[src/rtl/memory_responder_pkg.sv]
// Shared types and default sizing for the memory responder and its storage.
// Wait-state count is a 4-bit quantity, so MEM_MAX_WAIT bounds the parameter.
package memory_pkg;

    typedef enum logic [1:0] {
        IDLE = 2'd0,
        WAIT = 2'd1,
        RESP = 2'd2
    } mem_state_e;

    localparam int MEM_DATA_WIDTH = 16;
    localparam int MEM_ADDR_WIDTH = 8;
    localparam int MEM_MAX_WAIT   = 15;

endpackage

[src/rtl/memory_responder_if.sv]
// sel/wr_rd/ready memory bus; master is the initiator, slave is the responder.
// sel is held by the initiator until ready; ready is a single-cycle pulse.
interface memory_responder_if #(
    parameter int data_width = memory_pkg::MEM_DATA_WIDTH,
    parameter int addr_width = memory_pkg::MEM_ADDR_WIDTH
);
    logic [addr_width-1:0] addr;
    logic [data_width-1:0] wdata;
    logic                  sel;
    logic                  wr_rd;
    logic [data_width-1:0] rdata;
    logic                  ready;

    modport master (output addr, wdata, sel, wr_rd, input  rdata, ready);
    modport slave  (input  addr, wdata, sel, wr_rd, output rdata, ready);
endinterface

[src/rtl/memory_responder_mem_array.sv]
// Single-port word storage: synchronous write, read registered on re_i, 1-cycle read latency.
// No reset anywhere, so contents survive a responder reset; no backpressure.
module mem_array
    import memory_pkg::*;
#(
    parameter int data_width = MEM_DATA_WIDTH,
    parameter int addr_width = MEM_ADDR_WIDTH
) (
    input  logic                  clk,
    input  logic                  we_i,
    input  logic                  re_i,
    input  logic [addr_width-1:0] addr_i,
    input  logic [data_width-1:0] wdata_i,
    output logic [data_width-1:0] rdata_o
);

    localparam int DEPTH = 1 << addr_width;

    logic [data_width-1:0] mem_q [DEPTH];
    logic [data_width-1:0] rdata_q;

    always_ff @(posedge clk) begin
        if (we_i) begin
            mem_q[addr_i] <= wdata_i;
        end
        if (re_i) begin
            rdata_q <= mem_q[addr_i];
        end
    end

    assign rdata_o = rdata_q;

endmodule

[src/rtl/memory_responder.sv]
// Memory-bus responder: captures a request, waits wait_states cycles, pulses ready once.
// ready rises wait_states+1 edges after sel is sampled; dropping sel during WAIT aborts.
module memory_responder
    import memory_pkg::*;
#(
    parameter int data_width  = MEM_DATA_WIDTH,
    parameter int addr_width  = MEM_ADDR_WIDTH,
    parameter int wait_states = 2
) (
    input logic               clk,
    input logic               rst,
    memory_responder_if.slave bus
);

    localparam int         WAIT_CLAMP = (wait_states > MEM_MAX_WAIT) ? MEM_MAX_WAIT : wait_states;
    localparam logic [3:0] WAIT_LOAD  = 4'(WAIT_CLAMP);

    mem_state_e            state_q, state_d;
    logic [3:0]            cnt_q, cnt_d;
    logic [addr_width-1:0] addr_q, addr_d;
    logic [data_width-1:0] wdata_q, wdata_d;
    logic                  wr_rd_q, wr_rd_d;
    logic                  ready_q, ready_d;
    logic                  rd_seen_q, rd_seen_d;

    logic                  mem_we;
    logic                  mem_re;
    logic [addr_width-1:0] mem_addr;
    logic [data_width-1:0] mem_wdata;
    logic [data_width-1:0] arr_rdata;

    always_comb begin
        state_d   = state_q;
        cnt_d     = cnt_q;
        addr_d    = addr_q;
        wdata_d   = wdata_q;
        wr_rd_d   = wr_rd_q;
        // ready trails RESP by one edge so it is a pure register output.
        ready_d   = (state_q == RESP);
        mem_we    = 1'b0;
        mem_re    = 1'b0;
        mem_addr  = addr_q;
        mem_wdata = wdata_q;

        unique case (state_q)
            IDLE: begin
                if (bus.sel) begin
                    addr_d  = bus.addr;
                    wdata_d = bus.wdata;
                    wr_rd_d = bus.wr_rd;
                    cnt_d   = WAIT_LOAD;
                    if (WAIT_LOAD == 4'd0) begin
                        // Zero wait: the array access happens on the capture edge itself.
                        state_d   = RESP;
                        mem_addr  = bus.addr;
                        mem_wdata = bus.wdata;
                        mem_we    = bus.wr_rd;
                        mem_re    = !bus.wr_rd;
                    end else begin
                        state_d = WAIT;
                    end
                end
            end
            WAIT: begin
                if (!bus.sel) begin
                    state_d = IDLE;
                end else begin
                    cnt_d = cnt_q - 4'd1;
                    if (cnt_q == 4'd1) begin
                        state_d = RESP;
                        mem_we  = wr_rd_q;
                        mem_re  = !wr_rd_q;
                    end
                end
            end
            RESP: begin
                state_d = IDLE;
            end
            default: begin
                state_d = IDLE;
            end
        endcase

        rd_seen_d = rd_seen_q | mem_re;
    end

    always_ff @(posedge clk or negedge rst) begin
        if (!rst) begin
            state_q   <= IDLE;
            cnt_q     <= '0;
            addr_q    <= '0;
            wdata_q   <= '0;
            wr_rd_q   <= 1'b0;
            ready_q   <= 1'b0;
            rd_seen_q <= 1'b0;
        end else begin
            state_q   <= state_d;
            cnt_q     <= cnt_d;
            addr_q    <= addr_d;
            wdata_q   <= wdata_d;
            wr_rd_q   <= wr_rd_d;
            ready_q   <= ready_d;
            rd_seen_q <= rd_seen_d;
        end
    end

    mem_array #(
        .data_width (data_width),
        .addr_width (addr_width)
    ) u_mem_array (
        .clk     (clk),
        .we_i    (mem_we),
        .re_i    (mem_re),
        .addr_i  (mem_addr),
        .wdata_i (mem_wdata),
        .rdata_o (arr_rdata)
    );

    // The array read register has no reset; rdata reads as zero until the first read after reset.
    assign bus.rdata = rd_seen_q ? arr_rdata : '0;
    assign bus.ready = ready_q;

endmodule

[src/flat_wrapper.sv]
// flat-port wrapper written by rule: the top's interface ports become plain ports
module memory_responder_flat import memory_pkg::*;
#(
    parameter int data_width  = MEM_DATA_WIDTH,
    parameter int addr_width  = MEM_ADDR_WIDTH,
    parameter int wait_states = 2
)
  (clk, rst, bus_addr, bus_wdata, bus_sel, bus_wr_rd, bus_rdata, bus_ready);
  memory_responder_if #(.data_width(data_width), .addr_width(addr_width)) bus_i ();
  input logic clk;
  input logic rst;
  input wire logic [$bits(bus_i.addr)-1:0] bus_addr;
  input wire logic [$bits(bus_i.wdata)-1:0] bus_wdata;
  input wire logic [$bits(bus_i.sel)-1:0] bus_sel;
  input wire logic [$bits(bus_i.wr_rd)-1:0] bus_wr_rd;
  output wire logic [$bits(bus_i.rdata)-1:0] bus_rdata;
  output wire logic [$bits(bus_i.ready)-1:0] bus_ready;
  assign bus_i.addr = bus_addr;
  assign bus_i.wdata = bus_wdata;
  assign bus_i.sel = bus_sel;
  assign bus_i.wr_rd = bus_wr_rd;
  assign bus_rdata = bus_i.rdata;
  assign bus_ready = bus_i.ready;
  memory_responder #(.data_width(data_width), .addr_width(addr_width), .wait_states(wait_states)) u_core (.clk(clk), .rst(rst), .bus(bus_i));
endmodule
[config.mk]
export PLATFORM = sky130hd
export DESIGN_NAME = memory_responder_flat
export DESIGN_NICKNAME = d
export VERILOG_FILES = /design/src/rtl/memory_responder_pkg.sv /design/src/rtl/memory_responder_if.sv /design/src/rtl/memory_responder_mem_array.sv /design/src/rtl/memory_responder.sv /design/src/flat_wrapper.sv
export SDC_FILE = /design/constraint.sdc
export NUM_CORES = 2
export LEC_CHECK = 0
export ABC_CLOCK_PERIOD_IN_PS = 4900
export CAP_MARGIN = 5
export CORE_AREA = 2 2 556 503
export DETAILED_ROUTE_END_ITERATION = 8
export DIE_AREA = 0 0 558 505
export PLACE_DENSITY = 0.84
export SLEW_MARGIN = 20
export SYNTH_ARGS = -nofsm -noshare
export SYNTH_HDL_FRONTEND = slang
export SYNTH_SLANG_ARGS = --single-unit
[constraint.sdc]
create_clock -name clk -period 4.9 [get_ports clk]
set_input_delay 0.49 -clock clk [delete_from_list [all_inputs] [get_ports clk]]
set_output_delay 0.49 -clock clk [all_outputs]
set_load 0.005 [all_outputs]
* After elaboration in Yosys (flattened, before gate mapping)
Memories as Yosys holds them, arrays and structs flattened. A register that Yosys moved wholly into a read port is not among the register bits.
Index checks and enable logic that the tools add are counted.
** Word-level totals
- Memories kept :: 1
- Latch bits :: 0
- Output and inout bits :: 17
- RAM bits :: 4096
- Register bits :: 33
- ROM bits :: 0
** Memories
- u_core.u_mem_array.mem_q :: words 256, width 16, rd ports 1, clocked after Yosys merged registers in 1, write ports 1, line memory_responder_mem_array.sv:19 : logic [data_width-1:0] mem_q [DEPTH];
** Operators by class
- Bitwise operators :: 1
- $lt $le $gt $ge :: 0
- $add $sub $neg :: 1
- Div/mod/pow operators :: 0
- Equal/unequal tests :: 6
- Shift-type cells :: 0
- Reductions and logical operators :: 6
- Multiplexer cells :: 16
- Multiply operators :: 0
** Operators with widths (number)
- 16-bit 2-to-1 mux :: 1
- 1-bit 2-to-1 mux :: 8
- 4-bit 2-to-1 mux :: 2
- 4-bit one-hot mux with 2 select lines :: 1
- 2-bit 2-to-1 mux :: 3
- 4-bit by 1-bit equality test with 1-bit output (second input constant) :: 1
- 2-bit != test (second input constant) :: 2
- 2-bit one-hot mux with 2 select lines :: 1
- 2-bit AND reduction :: 2
- 4-bit by 1-bit subtractor with 4-bit output (second input constant) :: 1
- 3-bit by 2-bit != test with 1-bit output (second input constant) :: 1
- 3-bit AND reduction :: 1
- 2-bit by 1-bit equality test with 1-bit output (second input constant) :: 1
- 2-bit equality test (second input constant) :: 1
- 2-bit logical NOT :: 1
- 2-bit nonzero test :: 1
- 1-bit logical NOT :: 1
- 1-bit OR :: 1

* Longest topological paths before layout
- Depth after elaboration :: 6
- Gate-level depth with buffers :: 9
- Mapped depth without buffers :: 7

* Hierarchy
Synthesis repeated with hierarchy kept, for this count alone.
** Second synthesis, totals
- Cells, all modules :: 6834
- Area, all modules :: 157091.9 um^2
** Modules (own cells, without submodules)
- mem_array :: instances 1, area each 155559.2 um^2, sequential area each 123478.4 um^2, cells an instance 6727
- memory_responder :: instances 1, area each 1532.7 um^2, sequential area each 825.8 um^2, cells an instance 107

* Least setup slack after synthesis
Ideal clock, no wire load.
- Path kind :: register to register
- Start point :: reg u_core.wdata_q[0], in the netlist u_core.mem_wdata[0]
- End point :: mem u_core.u_mem_array.mem_q[0][0] in the netlist's numbering, data pin
- Period minus slack after synthesis :: 3984 ps
- Stages on the path, launching flop included :: 1
- Setup time :: 803 ps
- Data arrival time :: 3181 ps
- Slack :: 916 ps
- Cell sequence :: dfrtp_1
** RTL lines
- start: declaration :: line memory_responder.sv:21 : logic [data_width-1:0] wdata_q, wdata_d;
- start signal: assignment :: line memory_responder.sv:100 : wdata_q <= wdata_d;
- end: declaration :: line memory_responder_mem_array.sv:19
Straight into the memory's write port.

==> run summary <==
Critical path data required time: 5.60 ns
DP Wirelength: 242000 um
Largest net degree at the start of global routing: 209
Power density cells: 472 nW/um^2
Core area: 275000 um^2
Port Buffers: 44
Synthesized area: 157000 um^2
FMAX: 215 MHz
CP Launch Point: u_core.addr_q[0]
Vias per cell: 7.57
Clk root buf: clkbuf_16
Final Setup Violations: 0
Fin nets: 7392
Post-Syn Nets: 6839
Final Instance Area: 177000 um^2
Failing checks: design-rule violations
Area after DPL: 165000 um^2
Clk pin slew, worst setup/hold paths: 0.07 ns
Maximum root-to-sink buffer count: 4
Rows: 183
Post-route DRC: 1
Synth warn: 0
Drt pass-1 iters: 9
Biggest area consumer among synthesized cells: edfxtp_1
Clock buffer count from CTS: 372
Final Hold Fails: 0
Post-DR wirelength/cell: 41.9 um
Switching Fraction: 26.8%
Fraction of layout cells with a size suffix above 1: 28.6%
Reg-to-reg startpoint: u_core.addr_q[0]
Unrepaired setup endpoints after global routing: no
CTS tree: built
VDD IR max: 404 uV
Routing usage on met3: 10.6%
First-pass GRT wire length: 659000 um
Io pins: 45
Setup crit end kind: register
Hold Path Class: primary input to asynchronous set/reset pin
Clk_skew: 0.0546 ns
Final setup TNS: 0 ns
Routability cong.: 0.914
Cell depth of the worst flop-to-flop path: 7
Initial core utilization: 56.9%
Syn_area_per_cell: 23.0 um^2
Count of cell types in the netlist: 30
GRT Residual Overflow: 0
DIE AREA: 282000 um^2
Top Usage Layer GRT: met2
Total Routed Length: 478000 um
Placed instance count: 10.7k
Die width: 558 um
Logic pwr share: 15.1%
CTS sink count: 4145
Post_cts resized: 0
1st-iter DRT viols: 18.7k
Commonest non-fill, non-tap cell in the layout: edfxtp_1
Max-cap check violation count: 0
H-tree levels: 5
Register bit total from synthesis: 4145
Status: finished with violations
Area share of the largest cell type after synthesis: 78.7%
Die height: 505 um
Top cells by area, synth: edfxtp_1, mux4_2, a22oi_1
Via total after detailed routing: 86.3k
Met2 Use GR: 52.2%
Max_slew headroom: 5.05%
Vias in the first global route: 84.1k
Pins Over Slew Limit: 0
Fin crit period: 4.64 ns
Slowest CP cell: o41ai_1
Flop pwr share: 49.4%
Routed Antenna Nets: 0
Hold Buf Count CTS: 1
Clk pwr share: 35.5%
Internal: 61200 uW
CP max FO: 47
Critical Path Max Stage Delay: 1.29 ns
Layout Cells excl Fill: 11.4k
Worst path arrival time: 5.34 ns
Worst path cell trace: buf_12 > mux4_2 > a22oi_1 > a21oi_1 > o41ai_1 > buf_4 > nand4_1
Static leakage: 0.0547 uW
Post-CTS Setup Repair Bufs: 0
Final Cycle Share: 94.7%
FF-to-FF setup slack: 0.26 ns
Cells after Synth: 6809
Setup CP Type: register to register
Gr usage total: 33.5%
Most frequent cells in the layout: edfxtp_1, mux4_2, a22oi_1
Syn-to-layout area delta: 13.0%
Switching power: 22400 uW
Worst-Skew Late Latency: 0.95 ns
Grt met1 use: 41.8%
Critical Path Source Type: register
Seq/Total Area, Yosys: 79.3%
Filler cells: 15.8k
Worst r2r dst: u_core.u_mem_array.rdata_o[8]
Initial antenna violation count: 36
Slew @ Worst Pin: 1.42 ns
==> cells by family after synthesis <==
group	count (synthesis)	synth area share (%)
AND/OR/NAND/NOR	355	0.950
multiplexers	1049	14.9
flip-flops	4145	79.3
AO/OA/AOI/OAI	839	3.65
adder cells (fa/ha/maj)	2	0.0160
buffers and inverters	419	1.22
==> cells in the mapped netlist <==
master / instances
a22oi_1: 512
ha_1: 2
o41ai_1: 64
o31a_1: 1
o21ai_0: 5
buf_4: 22
nor3b_1: 2
buf_6: 22
and4_1: 1
nand4_1: 16
nor2_1: 262
nand3_1: 6
inv_1: 2
dfrtp_1: 33
nand2b_1: 3
mux2_2: 25
mux4_2: 1024
buf_2: 74
nor2b_1: 10
clkbuf_1: 262
buf_1: 37
a21oi_1: 256
nand2_1: 31
nor3_1: 1
and2_1: 19
or4_1: 1
nor4bb_1: 1
or2_2: 2
edfxtp_1: 4112
a31oi_1: 1
==> sequential cells by signal, indices dropped and copies added (netlist names) <==
name and flops:
u_core.state_q 2, u_core.u_mem_array.mem_q 4096, u_core.u_mem_array.rdata_o 16, u_core.addr_q 8, u_core.mem_wdata 16, u_core.rd_seen_q 1, u_core.bus.ready 1, u_core.cnt_q 4
u_core.wr_rd_q 1
==> power groups by stage <==
stage	clock [uW]	sequential [uW]	combinational (uW)
global placement	0	42100	11000
finish	29700	41300	12600
global route	30700	41300	12700
CTS	29500	41400	12000
detailed placement	0	42200	11500
floorplan	0	42900	6130
==> through the flow <==
| step | hold WS (ns) | setup slack, ns | utilization [%] | total power, uW |
|---|---|---|---|---|
| global placement | 0.470 | 0.459 | 59.9 | 53100 |
| detailed placement | 0.529 | 0.463 | 59.9 | 53600 |
| global route | 0.194 | 0.311 | 64.3 | 84700 |
| CTS | 0.165 | 0.386 | 64.2 | 82800 |
| floorplan | 0.194 | 0.916 | - | 49000 |
| finish | 0.179 | 0.259 | 64.3 | 83600 |
==> critical path, delay by kind of cell (launching register included) <==
kind / cells / cell delay (ns)
compound gates: 3 / 2.11
flops: 1 / 0.84
buf+inv: 2 / 0.69
mux: 1 / 0.59
simple gates: 1 / 0.10
==> per-layer routing <==
| metal | share of wire, % | up-vias |
|---|---|---|
| met5 | 0.055 | - |
| li1 | - | 30394 |
| met4 | 7.7 | 38 |
| met2 | 47 | 10385 |
| met1 | 30 | 43283 |
| met3 | 15 | 2171 |
==> area by class of cell <==
class / instances / area (um^2) / area share (%)
tap: 3700 / 4630 / 2.61
inverter: 2 / 7.51 / 0.00424
clock inverter: 229 / 2220 / 1.26
antenna: 36 / 90.1 / 0.0508
sequential: 4145 / 124000 / 70.2
multi-input combinational: 2245 / 30700 / 17.3
clock buffer: 442 / 9660 / 5.45
timing repair buffer: 596 / 5510 / 3.11
==> worst max-delay path by stage <==
stage                                           endpoint  cells after the start
after floorplan           u_core.u_mem_array.mem_q[0][0]                      0
after global placement    u_core.u_mem_array.rdata_o[11]                      7
after detailed placement   u_core.u_mem_array.rdata_o[3]                      6
after CTS                  u_core.u_mem_array.rdata_o[3]                      6
after global routing      u_core.u_mem_array.rdata_o[10]                      8
final                      u_core.u_mem_array.rdata_o[8]                      7
Note: power is estimated with default switching activity, not from simulation.
